<file path="config.mk">
export PLATFORM = sky130hd
export DESIGN_NAME = l2_tlb_ram_ctrl
export DESIGN_NICKNAME = d
export VERILOG_FILES = /design/src/rtl/l2_tlb_ram_ctrl.sv
export SDC_FILE = /design/constraint.sdc
export NUM_CORES = 1
export LEC_CHECK = 0
export CAP_MARGIN = 20
export CORE_AREA = 2 2 84 86
export CTS_CLUSTER_DIAMETER = 150
export DETAILED_ROUTE_END_ITERATION = 10
export DIE_AREA = 0 0 86 88
export GPL_TIMING_DRIVEN = 0
export PLACE_DENSITY_LB_ADDON = 0.12
export SKIP_LAST_GASP = 1
export SLEW_MARGIN = 20
export SYNTH_ARGS = -nofsm -noshare
export SYNTH_HDL_FRONTEND = slang
export SYNTH_SLANG_ARGS = --single-unit
</file>
<file path="constraint.sdc">
create_clock -name clock_i -period 3 [get_ports clock_i]
set_input_delay 0.3 -clock clock_i [delete_from_list [all_inputs] [get_ports clock_i]]
set_output_delay 0.3 -clock clock_i [all_outputs]
set_load 0.1 [all_outputs]
</file>
<file path="src/rtl/l2_tlb_ram_ctrl.sv">
// Port sequencer for the single-port L2 TLB RAM: arbitrates lookup reads against
// PTW refill writes and runs full-array invalidate sweeps on flush or after reset.
module l2_tlb_ram_ctrl #(
  parameter int ADDR_W         = 10,
  parameter int DATA_W         = 44,
  parameter int STARVE_LIMIT   = 4,
  parameter int FLUSH_ON_RESET = 1
) (
  input  logic              clock_i,
  input  logic              reset_i,
  input  logic              rd_valid_i,
  output logic              rd_ready_o,
  input  logic [ADDR_W-1:0] rd_addr_i,
  output logic              rd_resp_valid_o,
  output logic [DATA_W-1:0] rd_resp_data_o,
  input  logic              wr_valid_i,
  output logic              wr_ready_o,
  input  logic [ADDR_W-1:0] wr_addr_i,
  input  logic [DATA_W-1:0] wr_data_i,
  input  logic              flush_req_i,
  output logic              flush_busy_o,
  output logic              flush_done_o,
  output logic [ADDR_W-1:0] RW0_addr_o,
  output logic              RW0_en_o,
  output logic              RW0_wmode_o,
  output logic [DATA_W-1:0] RW0_wdata_o,
  input  logic [DATA_W-1:0] RW0_rdata_i
);

  typedef enum logic [1:0] {
    IDLE  = 2'd0,
    SWEEP = 2'd1,
    DONE  = 2'd2
  } state_e;

  localparam logic [3:0]        LIMIT    = 4'(STARVE_LIMIT);
  localparam logic [ADDR_W-1:0] LAST_PTR = '1;

  state_e            state_q, state_d;
  logic [ADDR_W-1:0] sweep_ptr_q, sweep_ptr_d;
  logic [3:0]        starve_cnt_q, starve_cnt_d;
  logic              rd_resp_valid_q;
  logic              flush_busy_q;
  logic              flush_done_q;

  logic              arb_en;
  logic              rd_gnt;
  logic              wr_gnt;
  logic              sweep_wr;

  // A flush request in IDLE steals the cycle; DONE ignores flush and arbitrates normally.
  assign arb_en   = !reset_i && ((state_q == DONE) || ((state_q == IDLE) && !flush_req_i));
  assign rd_gnt   = arb_en && rd_valid_i && (!wr_valid_i || (starve_cnt_q == LIMIT));
  assign wr_gnt   = arb_en && wr_valid_i && !rd_gnt;
  assign sweep_wr = !reset_i && (state_q == SWEEP);

  always_comb begin
    state_d      = state_q;
    sweep_ptr_d  = sweep_ptr_q;
    starve_cnt_d = starve_cnt_q;
    case (state_q)
      IDLE:    if (flush_req_i) state_d = SWEEP;
      SWEEP: begin
        sweep_ptr_d = sweep_ptr_q + 1'b1;
        if (sweep_ptr_q == LAST_PTR) state_d = DONE;
      end
      DONE:    state_d = IDLE;
      default: state_d = IDLE;
    endcase
    if (!rd_valid_i || rd_gnt) begin
      starve_cnt_d = '0;
    end else if (wr_gnt && (starve_cnt_q != LIMIT)) begin
      starve_cnt_d = starve_cnt_q + 1'b1;
    end
  end

  always_ff @(posedge clock_i) begin
    if (reset_i) begin
      state_q         <= (FLUSH_ON_RESET != 0) ? SWEEP : IDLE;
      sweep_ptr_q     <= '0;
      starve_cnt_q    <= '0;
      rd_resp_valid_q <= 1'b0;
      flush_busy_q    <= (FLUSH_ON_RESET != 0);
      flush_done_q    <= 1'b0;
    end else begin
      state_q         <= state_d;
      sweep_ptr_q     <= sweep_ptr_d;
      starve_cnt_q    <= starve_cnt_d;
      rd_resp_valid_q <= rd_gnt;
      flush_busy_q    <= (state_d == SWEEP);
      flush_done_q    <= (state_d == DONE);
    end
  end

  assign rd_ready_o      = rd_gnt;
  assign wr_ready_o      = wr_gnt;
  assign RW0_en_o        = sweep_wr || rd_gnt || wr_gnt;
  assign RW0_wmode_o     = sweep_wr || wr_gnt;
  assign RW0_addr_o      = sweep_wr ? sweep_ptr_q : (wr_gnt ? wr_addr_i : rd_addr_i);
  assign RW0_wdata_o     = wr_gnt ? wr_data_i : '0;

  // Response is dropped while reset is held so nothing in flight leaks out.
  assign rd_resp_valid_o = rd_resp_valid_q && !reset_i;
  assign rd_resp_data_o  = RW0_rdata_i;
  assign flush_busy_o    = flush_busy_q;
  assign flush_done_o    = flush_done_q;

endmodule

</file>
==> results_dict.tcl, run 1 <==
set metrics [dict create \
    yosys_warnings 0 \
    synth_most_common_cell "and2_1" \
    crit_fanout 10 \
    synthCells 237 \
    numPortBuffers 173 \
    syn_area_um2 1710 \
    setup_viol 0 \
    fillerInstances 672 \
    cellPowerDensity_nw_per_um2 296 \
    period_share 0.973 \
    grtUsageTotal 0.174 \
    wl_mm 7.04 \
    fmax_mhz 343 \
    layout_setup_ws_ns 0.0818 \
    hold_class "flip-flop to flip-flop" \
    synthToLayoutAreaGrowth_pct 100 \
    worst_hold_slack_ns 0.535 \
    async_reset_ff_frac 0 \
    n_antenna_cell 0 \
    synth_flop_cell "dfxtp_1" \
    via_per_inst 4.34 \
    drt_iter0_drc 35 \
    synth.avg_cell_area_um2 7.23 \
    num_vias 2146 \
    hpwl_mm 6.04 \
    slew_headroom 0.327 \
    cp-start-kind "flip-flop" \
    synth_top_area_frac 0.222 \
    hold_viol_final 0 \
    tns_ns 0 \
    core_um2 6640 \
    root_buffer "clkbuf_8" \
    cap_viol_max_count 0 \
    worstMarginPinSlew_ns 1.01 \
    worstPathArrival_ns 2.62 \
    antenna_found_initial 0 \
    synth_edf_count 0 \
    clkSlewWorstSetupHoldPaths_ns 0.08 \
    seq_area_frac_synth 0.222 \
    required_ns 2.70 \
    rows 30 \
    ys_types 35 \
    post_drt_wl_per_cell_um 14.3 \
    peakVddDrop_uv 143 \
    grt_max_degree 12 \
    grt_pass1_vias 2095 \
    start_util 0.258 \
    ys_top_cells_by_area "dfxtp_1 22%, buf_4 19%, and2_1 16%, nand2_1 6.1%, nor2_1 4.8%" \
    path_class "flip-flop to output pin" \
    die_x_um 86 \
    numCtsBuffers 3 \
    grt_pass1_wl_mm 10.3 \
    period_needed_ns 2.92 \
    clock_skew_ns 0.00184 \
    ys_top_cells_by_count "45 x and2_1, 44 x buf_4, 28 x nand2_1" \
    drtPass1Iterations 4 \
    drcViolationCount 0 \
    clock_path_buffers 2 \
    hold_buffers 0 \
    grt_overflow 0 \
    outcome "completed" \
    ys_ff_latch 19 \
    clk_latency_ns 0.26 \
    post-cts-setup-buffer-count 0 \
    gp_congestion 0.815 \
    end_kind "output pin" \
    drive_above_1_share 0.300 \
    die_h_um 88 \
    numClockSinks 19 \
    synth_top_area_cell "dfxtp_1" \
    slew_violations 0 \
    dieArea_um2 7570 \
    p_total_w 0.00101 \
    rsz0062_at_grt "yes" \
    h-tree-depth 1 \
    io_pins 218 \
    p_leak_nw 1.58 \
    cts_tree "built" \
    fin_nets 531 \
    synth_nets 353 \
    pre_cts_ws_ns -0.645 \
    ant_nets 0 \
]
==> path summary, 6_finish.rpt <==
kind	from	endpoint	slack, ns	cells past startpoint
worst max-delay path	starve_cnt_q[0]$_SDFFE_PP0P_	RW0_wdata_o[1]	0.08	8
worst max register to register	state_q[0]$_SDFF_PP1_	state_q[1]$_SDFF_PP0_	1.37	4
worst min register to register	starve_cnt_q[1]$_SDFFE_PP0P_	starve_cnt_q[1]$_SDFFE_PP0P_	0.54	2
worst min-delay path	starve_cnt_q[1]$_SDFFE_PP0P_	starve_cnt_q[1]$_SDFFE_PP0P_	0.54	2
==> where the power goes <==
| part | switching [W] | total (W) | leakage [nW] | internal [W] |
|---|---|---|---|---|
| logic | 0.000380 | 0.000568 | 1.40 | 0.000187 |
| registers | 0.00000392 | 0.000259 | 0.154 | 0.000255 |
| clock network | 0.0000948 | 0.000187 | 0.0255 | 0.0000927 |
| total | 0.000479 | 0.00101 | 1.58 | 0.000535 |
==> through the flow <==
stage / cells / utilization / area [µm²]
floorplan: 237 / - / 1800
global route: 494 / 0.517 / 3430
CTS: 494 / 0.559 / 3710
finish: 494 / 0.517 / 3430
detailed placement: 490 / 0.546 / 3630
global placement: 490 / 0.546 / 3630
==> placed cells by master, fill, tap and decap left out, types with 3 or more instances in the layout <==
cell               n
clkdlybuf4s50_1  115
clkbuf_1           5
nor3_1             4
nand4_1            3
xnor2_1            3
nand2b_1           3
buf_2             47
buf_4             44
nand3_1            4
ha_1               3
clkbuf_8           3
nor2_1            22
and2_1            45
a21oi_1            5
clkdlybuf4s18_2    3
o21ai_0            4
xor2_1             5
clkbuf_2           4
dfxtp_1           19
nand2_1           28
clkbuf_4           3
clkdlybuf4s15_2    3
inv_1              3
a31oi_2           10
==> what timing repair did <==
item	4_1_cts	5_1_grt
hold endpoints to repair	0	0
setup endpoints to repair	58	52
resized for setup	176	98
==> layout make-up <==
cell class              instances  area, µm²  share of cell area
clock buffers                   3       41.3              0.0120
well taps                      80        100              0.0292
clock inverters                 1       5.00             0.00146
repair buffers                173       1490               0.434
plain buffers                  54        380               0.111
multi-input cells             160       1020               0.297
flip-flops and latches         19        380               0.111
inverters                       4       16.3             0.00474
==> state kept, by name, indices dropped and copies added (netlist names) <==
name / flops
flush_done_o: 1
rd_resp_valid_q: 1
flush_busy_o: 1
starve_cnt_q: 4
state_q: 2
sweep_ptr_q: 10
==> metal layers <==
layer,up-vias,global-route usage,share of wire
li1,1089,-,-
met4,0,0.0491,0.014
met2,101,0.319,0.52
met3,9,0.0707,0.097
met5,-,0,0
met1,947,0.184,0.37
==> critical path, stage by stage, from the launching register on <==
cell and delay [ns]:
dfxtp_1 0.39, inv_1 0.08, ha_1 0.25, and4b_1 0.22
or4_4 0.44, clkinv_2 0.14, buf_6 0.15, and2_1 0.14
clkdlybuf4s18_2 0.54
==> cells by family (layout without fill, tap and decap cells) <==
| logic type | count (synthesis) | in the layout | synth area share |
|---|---|---|---|
| AO/OA/AOI/OAI | 24 | 24 | 0.0891 |
| multiplexers | 2 | 2 | 0.0117 |
| buffers and inverters | 58 | 235 | 0.231 |
| XOR/XNOR | 8 | 8 | 0.0409 |
| adder cells (fa/ha/maj) | 3 | 3 | 0.0219 |
| AND/OR/NAND/NOR | 123 | 123 | 0.383 |
| flip-flops | 19 | 19 | 0.222 |
No activity file was read; power rests on OpenSTA's default activity.
==> run 2: changes to the inputs <==
- CAP_MARGIN: 20 -> 5
- CORE_AREA: 2 2 84 86 -> 2 2 85 87
- CTS_BUF_LIST: not set -> sky130_fd_sc_hd__clkbuf_8
- DIE_AREA: 0 0 86 88 -> 0 0 87 89
- SLEW_MARGIN: 20 -> 5
==> run 2 against run 1 <==
Global-route usage fell by 1.3 points; total power fell by 1.5%; worst hold slack got worse by 0.012 ns; largest cell class unchanged; highest routed layer unchanged.
==> results_dict.tcl, run 2 (synthesized netlist as in run 1, its figures left out) <==
set metrics [dict create \
    outcome "completed" \
    post-cts-setup-buffer-count 0 \
    crit_start "starve_cnt_q[0]$_SDFFE_PP0P_" \
    rsz0062_at_grt "yes" \
    worstPathArrival_ns 2.62 \
    grt_max_degree 11 \
    hold_path.startpoint "starve_cnt_q[0]$_SDFFE_PP0P_" \
    r2r_setup_slack_ns 1.40 \
    reg2reg_depth 4 \
    hold_buffers 0 \
    slew_headroom 0.335 \
    cp-start-kind "flip-flop" \
    grtUsageTotal 0.160 \
    holdPathEnd "starve_cnt_q[0]$_SDFFE_PP0P_" \
    clock_skew_ns 0.000921 \
    cap_viol_max_count 0 \
    clock_path_buffers 2 \
    crit_fanout 10 \
    hold_viol_final 0 \
    clkSlewWorstSetupHoldPaths_ns 0.07 \
    required_ns 2.70 \
    largest_reg_flops 10 \
    antenna_found_initial 0 \
    ant_nets 0 \
    gp_congestion 0.815 \
    p_total_w 0.000999 \
    drt_iter0_drc 65 \
    largest-register "sweep_ptr_q" \
    r2r-end "state_q[1]$_SDFF_PP0_" \
    numPortBuffers 173 \
    multiInputGateArea_um2 1020 \
    post_drt_wl_per_cell_um 14.2 \
    end_kind "output pin" \
    tns_ns 0 \
    io_pins 218 \
    clk_latency_ns 0.26 \
    hold_class "flip-flop to flip-flop" \
    cts_tree "built" \
    numCtsBuffers 3 \
    drive_above_1_share 0.297 \
    period_share 0.974 \
    synthToLayoutAreaGrowth_pct 99.6 \
    fin_nets 531 \
    worst_hold_slack_ns 0.524 \
    cellPowerDensity_nw_per_um2 292 \
    num_vias 2140 \
    peakVddDrop_uv 143 \
    final_cell_mix "115 x clkdlybuf4s50_1, 48 x buf_2, 45 x and2_1" \
    numClockSinks 19 \
    worstMarginPinSlew_ns 0.994 \
    die_h_um 89 \
    grt_pass1_wl_mm 9.79 \
    n_antenna_cell 0 \
    ff_latch_area_um2 380 \
    wl_mm 7.00 \
    reg.largest.list "sweep_ptr_q (10), starve_cnt_q (4), state_q (2)" \
    slew_violations 0 \
    h-tree-depth 1 \
    hold_depth 2 \
    core_um2 6720 \
    start_util 0.255 \
    drtPass1Iterations 4 \
    rows 30 \
    p_leak_nw 1.59 \
    dieArea_um2 7740 \
    r2r_start "state_q[0]$_SDFF_PP1_" \
    root_buffer "clkbuf_8" \
    fillerInstances 692 \
    grt_overflow 0 \
    path_class "flip-flop to output pin" \
    hpwl_mm 5.97 \
    fmax_mhz 342 \
    die_x_um 87 \
    final_common_cell "clkdlybuf4s50_1" \
    grt_pass1_vias 2044 \
    via_per_inst 4.33 \
    period_needed_ns 2.92 \
    setup_viol 0 \
    drcViolationCount 0 \
]
## run 2: changes by cell type in the layout (fill, tap and decap cells not counted), sizes merged
cell	previous run	this run
clkdlybuf4s15	3	1
buf	92	93
clkbuf	15	16
clkinv	2	1
inv	3	4
## run 2: where the power goes
group	internal, W	total (W)	switching [W]	leakage, nW
clock network	0.0000911	0.000176	0.0000852	0.0269
logic	0.000187	0.000563	0.000376	1.41
registers	0.000256	0.000260	0.00000413	0.154
total	0.000534	0.000999	0.000465	1.59
## run 2: area by class of cell
type	count	area share
multi-input combinational	160	0.298
sequential	19	0.111
clock buffer	3	0.0121
timing repair buffer	173	0.433
clock inverter	1	0.00110
inverter	4	0.00475
buffer	54	0.111
tap	80	0.0293
## run 2: how the worst max path moves through the flow
| stage | slack [ns] | endpoint | cells after the start |
|---|---|---|---|
| 2_1_floorplan | 0.03 | RW0_wdata_o[34] | 7 |
| 3_3_place_gp | -0.60 | RW0_addr_o[7] | 8 |
| 3_5_place_dp | -0.62 | RW0_addr_o[7] | 8 |
| 4_1_cts | -0.09 | RW0_addr_o[8] | 9 |
| 5_1_grt | -0.02 | RW0_addr_o[8] | 9 |
| 6_report | 0.08 | RW0_addr_o[8] | 9 |
## run 2: through the flow
stage	util	instance area [µm²]	worst slack, ns	instances
floorplan	-	1800	0.0280	237
global placement	0.540	3630	-0.599	490
detailed placement	0.540	3630	-0.620	490
CTS	0.525	3530	-0.0941	494
global route	0.509	3420	-0.0248	494
finish	0.509	3420	0.0769	494
## run 2: metal layers
metal | GRT usage | part of all wire | vias to the layer above
li1 | - | - | 1088
met1 | 0.171 | 0.36 | 949
met2 | 0.289 | 0.53 | 94
met3 | 0.0609 | 0.092 | 9
met4 | 0.0582 | 0.019 | 0
met5 | 0 | 0 | -
## run 2: worst max-delay path, cell delays in order (launching register included)
cell and delay, ns:
dfxtp_1 0.38, inv_1 0.08, ha_1 0.25, and4b_1 0.23
or4_4 0.45, clkinv_2 0.15, buf_6 0.15, nand2_1 0.07
a31oi_2 0.17, buf_2 0.44
## run 2: repair_timing
item,in CTS,in global routing
gates resized for setup,243,36
endpoints found under the setup margin,58,28
cloned,0,0
==> run 3: changes to the inputs <==
- SKIP_LAST_GASP: 1 -> not set
==> run 3 against run 2 <==
Non-clock buffer count did not move; fmax grew 0.66%; largest cell class unchanged; routed wire length hardly changed; largest power group unchanged; count of clock-buffer cells in the layout stayed put; highest routed layer unchanged.
==> results_dict.tcl, run 3 (synthesized netlist as in run 1, its figures left out) <==
set metrics [dict create \
    slew_headroom 0.335 \
    start_util 0.255 \
    gp_congestion 0.815 \
    outcome "completed" \
    largest-register "sweep_ptr_q" \
    hold_buffers 0 \
    antenna_found_initial 0 \
    numClockSinks 19 \
    grt_max_degree 11 \
    clock_path_buffers 2 \
    multiInputGateArea_um2 1020 \
    grt_pass1_wl_mm 9.77 \
    crit_path_cell_trace "inv_1 -> ha_1 -> and4b_1 -> or4_4 -> clkinv_2 -> buf_6 -> and2_1 -> clkdlybuf4s18_2" \
    num_vias 2138 \
    cellPowerDensity_nw_per_um2 292 \
    p_switching_w 0.000465 \
    cap_viol_max_count 0 \
    period_needed_ns 2.90 \
    via_per_inst 4.33 \
    cp-start-kind "flip-flop" \
    grt_pass1_vias 2040 \
    post_drt_wl_per_cell_um 14.2 \
    largest_reg_flops 10 \
    slowest_delay_ns 0.53 \
    top_usage_layer "met2" \
    p_leak_nw 1.59 \
    pre_cts_ws_ns -0.620 \
    fillerInstances 691 \
    final_cell_mix "115 x clkdlybuf4s50_1, 47 x buf_2, 45 x and2_1" \
    crit_fanout 10 \
    drt_iter0_drc 65 \
    ff_latch_area_um2 380 \
    slew_violations 0 \
    clk_latency_ns 0.26 \
    p_clk_frac 0.176 \
    ant_nets 0 \
    peakVddDrop_uv 143 \
    hold_viol_final 0 \
    path_class "flip-flop to output pin" \
    h-tree-depth 1 \
    fin_util 0.509 \
    synthToLayoutAreaGrowth_pct 99.7 \
    reg.largest.list "sweep_ptr_q (10), starve_cnt_q (4), state_q (2)" \
    grt_util_met1 0.171 \
    p_int_w 0.000534 \
    hpwl_mm 5.97 \
    fmax_mhz 344 \
    grt_use_met2 0.288 \
    clock_skew_ns 0.000921 \
    numPortBuffers 173 \
    cts_tree "built" \
    pwr-share-comb 0.564 \
    rsz0062_at_grt "no" \
    grt_overflow 0 \
    wl_mm 7.00 \
    clkSlewWorstSetupHoldPaths_ns 0.07 \
    final_common_cell "clkdlybuf4s50_1" \
    die_x_um 87 \
    end_kind "output pin" \
    dieArea_um2 7740 \
    drcViolationCount 0 \
    layout_setup_ws_ns 0.0960 \
    grtUsageTotal 0.160 \
    pwr-share-seq 0.260 \
    critPathSlowestCell "clkdlybuf4s18_2" \
    numCtsBuffers 3 \
    fin_nets 531 \
    swShare 0.466 \
    drtPass1Iterations 4 \
    worstMarginPinSlew_ns 0.994 \
    period_share 0.968 \
    worstPathArrival_ns 2.60 \
    required_ns 2.70 \
    n_antenna_cell 0 \
    post-cts-setup-buffer-count 0 \
    core_um2 6720 \
    drive_above_1_share 0.297 \
    rows 30 \
    root_buffer "clkbuf_8" \
    grtUsageMet3 0.0609 \
    setup_viol 0 \
    hold_class "flip-flop to flip-flop" \
    io_pins 218 \
    die_h_um 89 \
]
## run 3: through the flow
| step | cell area [µm²] | hold WS (ns) | setup TNS, ns | total power, W | instances |
|---|---|---|---|---|---|
| 2_1_floorplan | 1800 | 0.408 | 0 | 0.000665 | 237 |
| 3_3_place_gp | 3630 | 0.497 | -29.29 | 0.000838 | 490 |
| 3_5_place_dp | 3630 | 0.511 | -29.77 | 0.000839 | 490 |
| 4_1_cts | 3520 | 0.521 | 0 | 0.00101 | 494 |
| 5_1_grt | 3420 | 0.545 | 0 | 0.00103 | 494 |
| 6_report | 3420 | 0.524 | 0 | 0.00100 | 494 |
## run 3: worst max-delay path, delay by kind of cell, from the launching register on
kind	cells	cell delay, ns
buffers and inverters	4	0.91
AND/OR/NAND/NOR	3	0.81
flip-flops	1	0.38
adder cells (fa/ha/maj)	1	0.25
## run 3: final timing paths
kind | cells past startpoint | start | end | slack [ns]
worst max-delay path | 8 | starve_cnt_q[0]$_SDFFE_PP0P_ | RW0_wdata_o[3] | 0.1
worst min register to register | 2 | starve_cnt_q[0]$_SDFFE_PP0P_ | starve_cnt_q[0]$_SDFFE_PP0P_ | 0.52
worst max register to register | 4 | state_q[0]$_SDFF_PP1_ | state_q[1]$_SDFF_PP0_ | 1.40
worst min-delay path | 2 | starve_cnt_q[0]$_SDFFE_PP0P_ | starve_cnt_q[0]$_SDFFE_PP0P_ | 0.52
## run 3: area by class of cell
cell class	count	share of cell area
clock inverters	1	0.00110
plain buffers	54	0.111
flip-flops and latches	19	0.111
repair buffers	173	0.433
multi-input cells	160	0.298
clock buffers	3	0.0121
well taps	80	0.0292
inverters	4	0.00475
## run 3: what timing repair did
item,in CTS,in global routing
pin swaps,0,0
setup endpoints to repair,58,27
resized for setup,246,34
## run 3: layer usage
metal  wire length (µm)  up-vias
li1                   -     1088
met1               2550      947
met2               3680       94
met3                645        9
met4                132        0
met5                  0        -
## run 3: power groups by stage
| stage | registers (W) | logic (W) | clock network [W] |
|---|---|---|---|
| 3_3_place_gp | 0.000265 | 0.000573 | 0 |
| 3_5_place_dp | 0.000265 | 0.000574 | 0 |
| 5_1_grt | 0.000260 | 0.000583 | 0.000190 |
| 2_1_floorplan | 0.000264 | 0.000401 | 0 |
| 4_1_cts | 0.000260 | 0.000569 | 0.000180 |
| 6_report | 0.000260 | 0.000564 | 0.000176 |
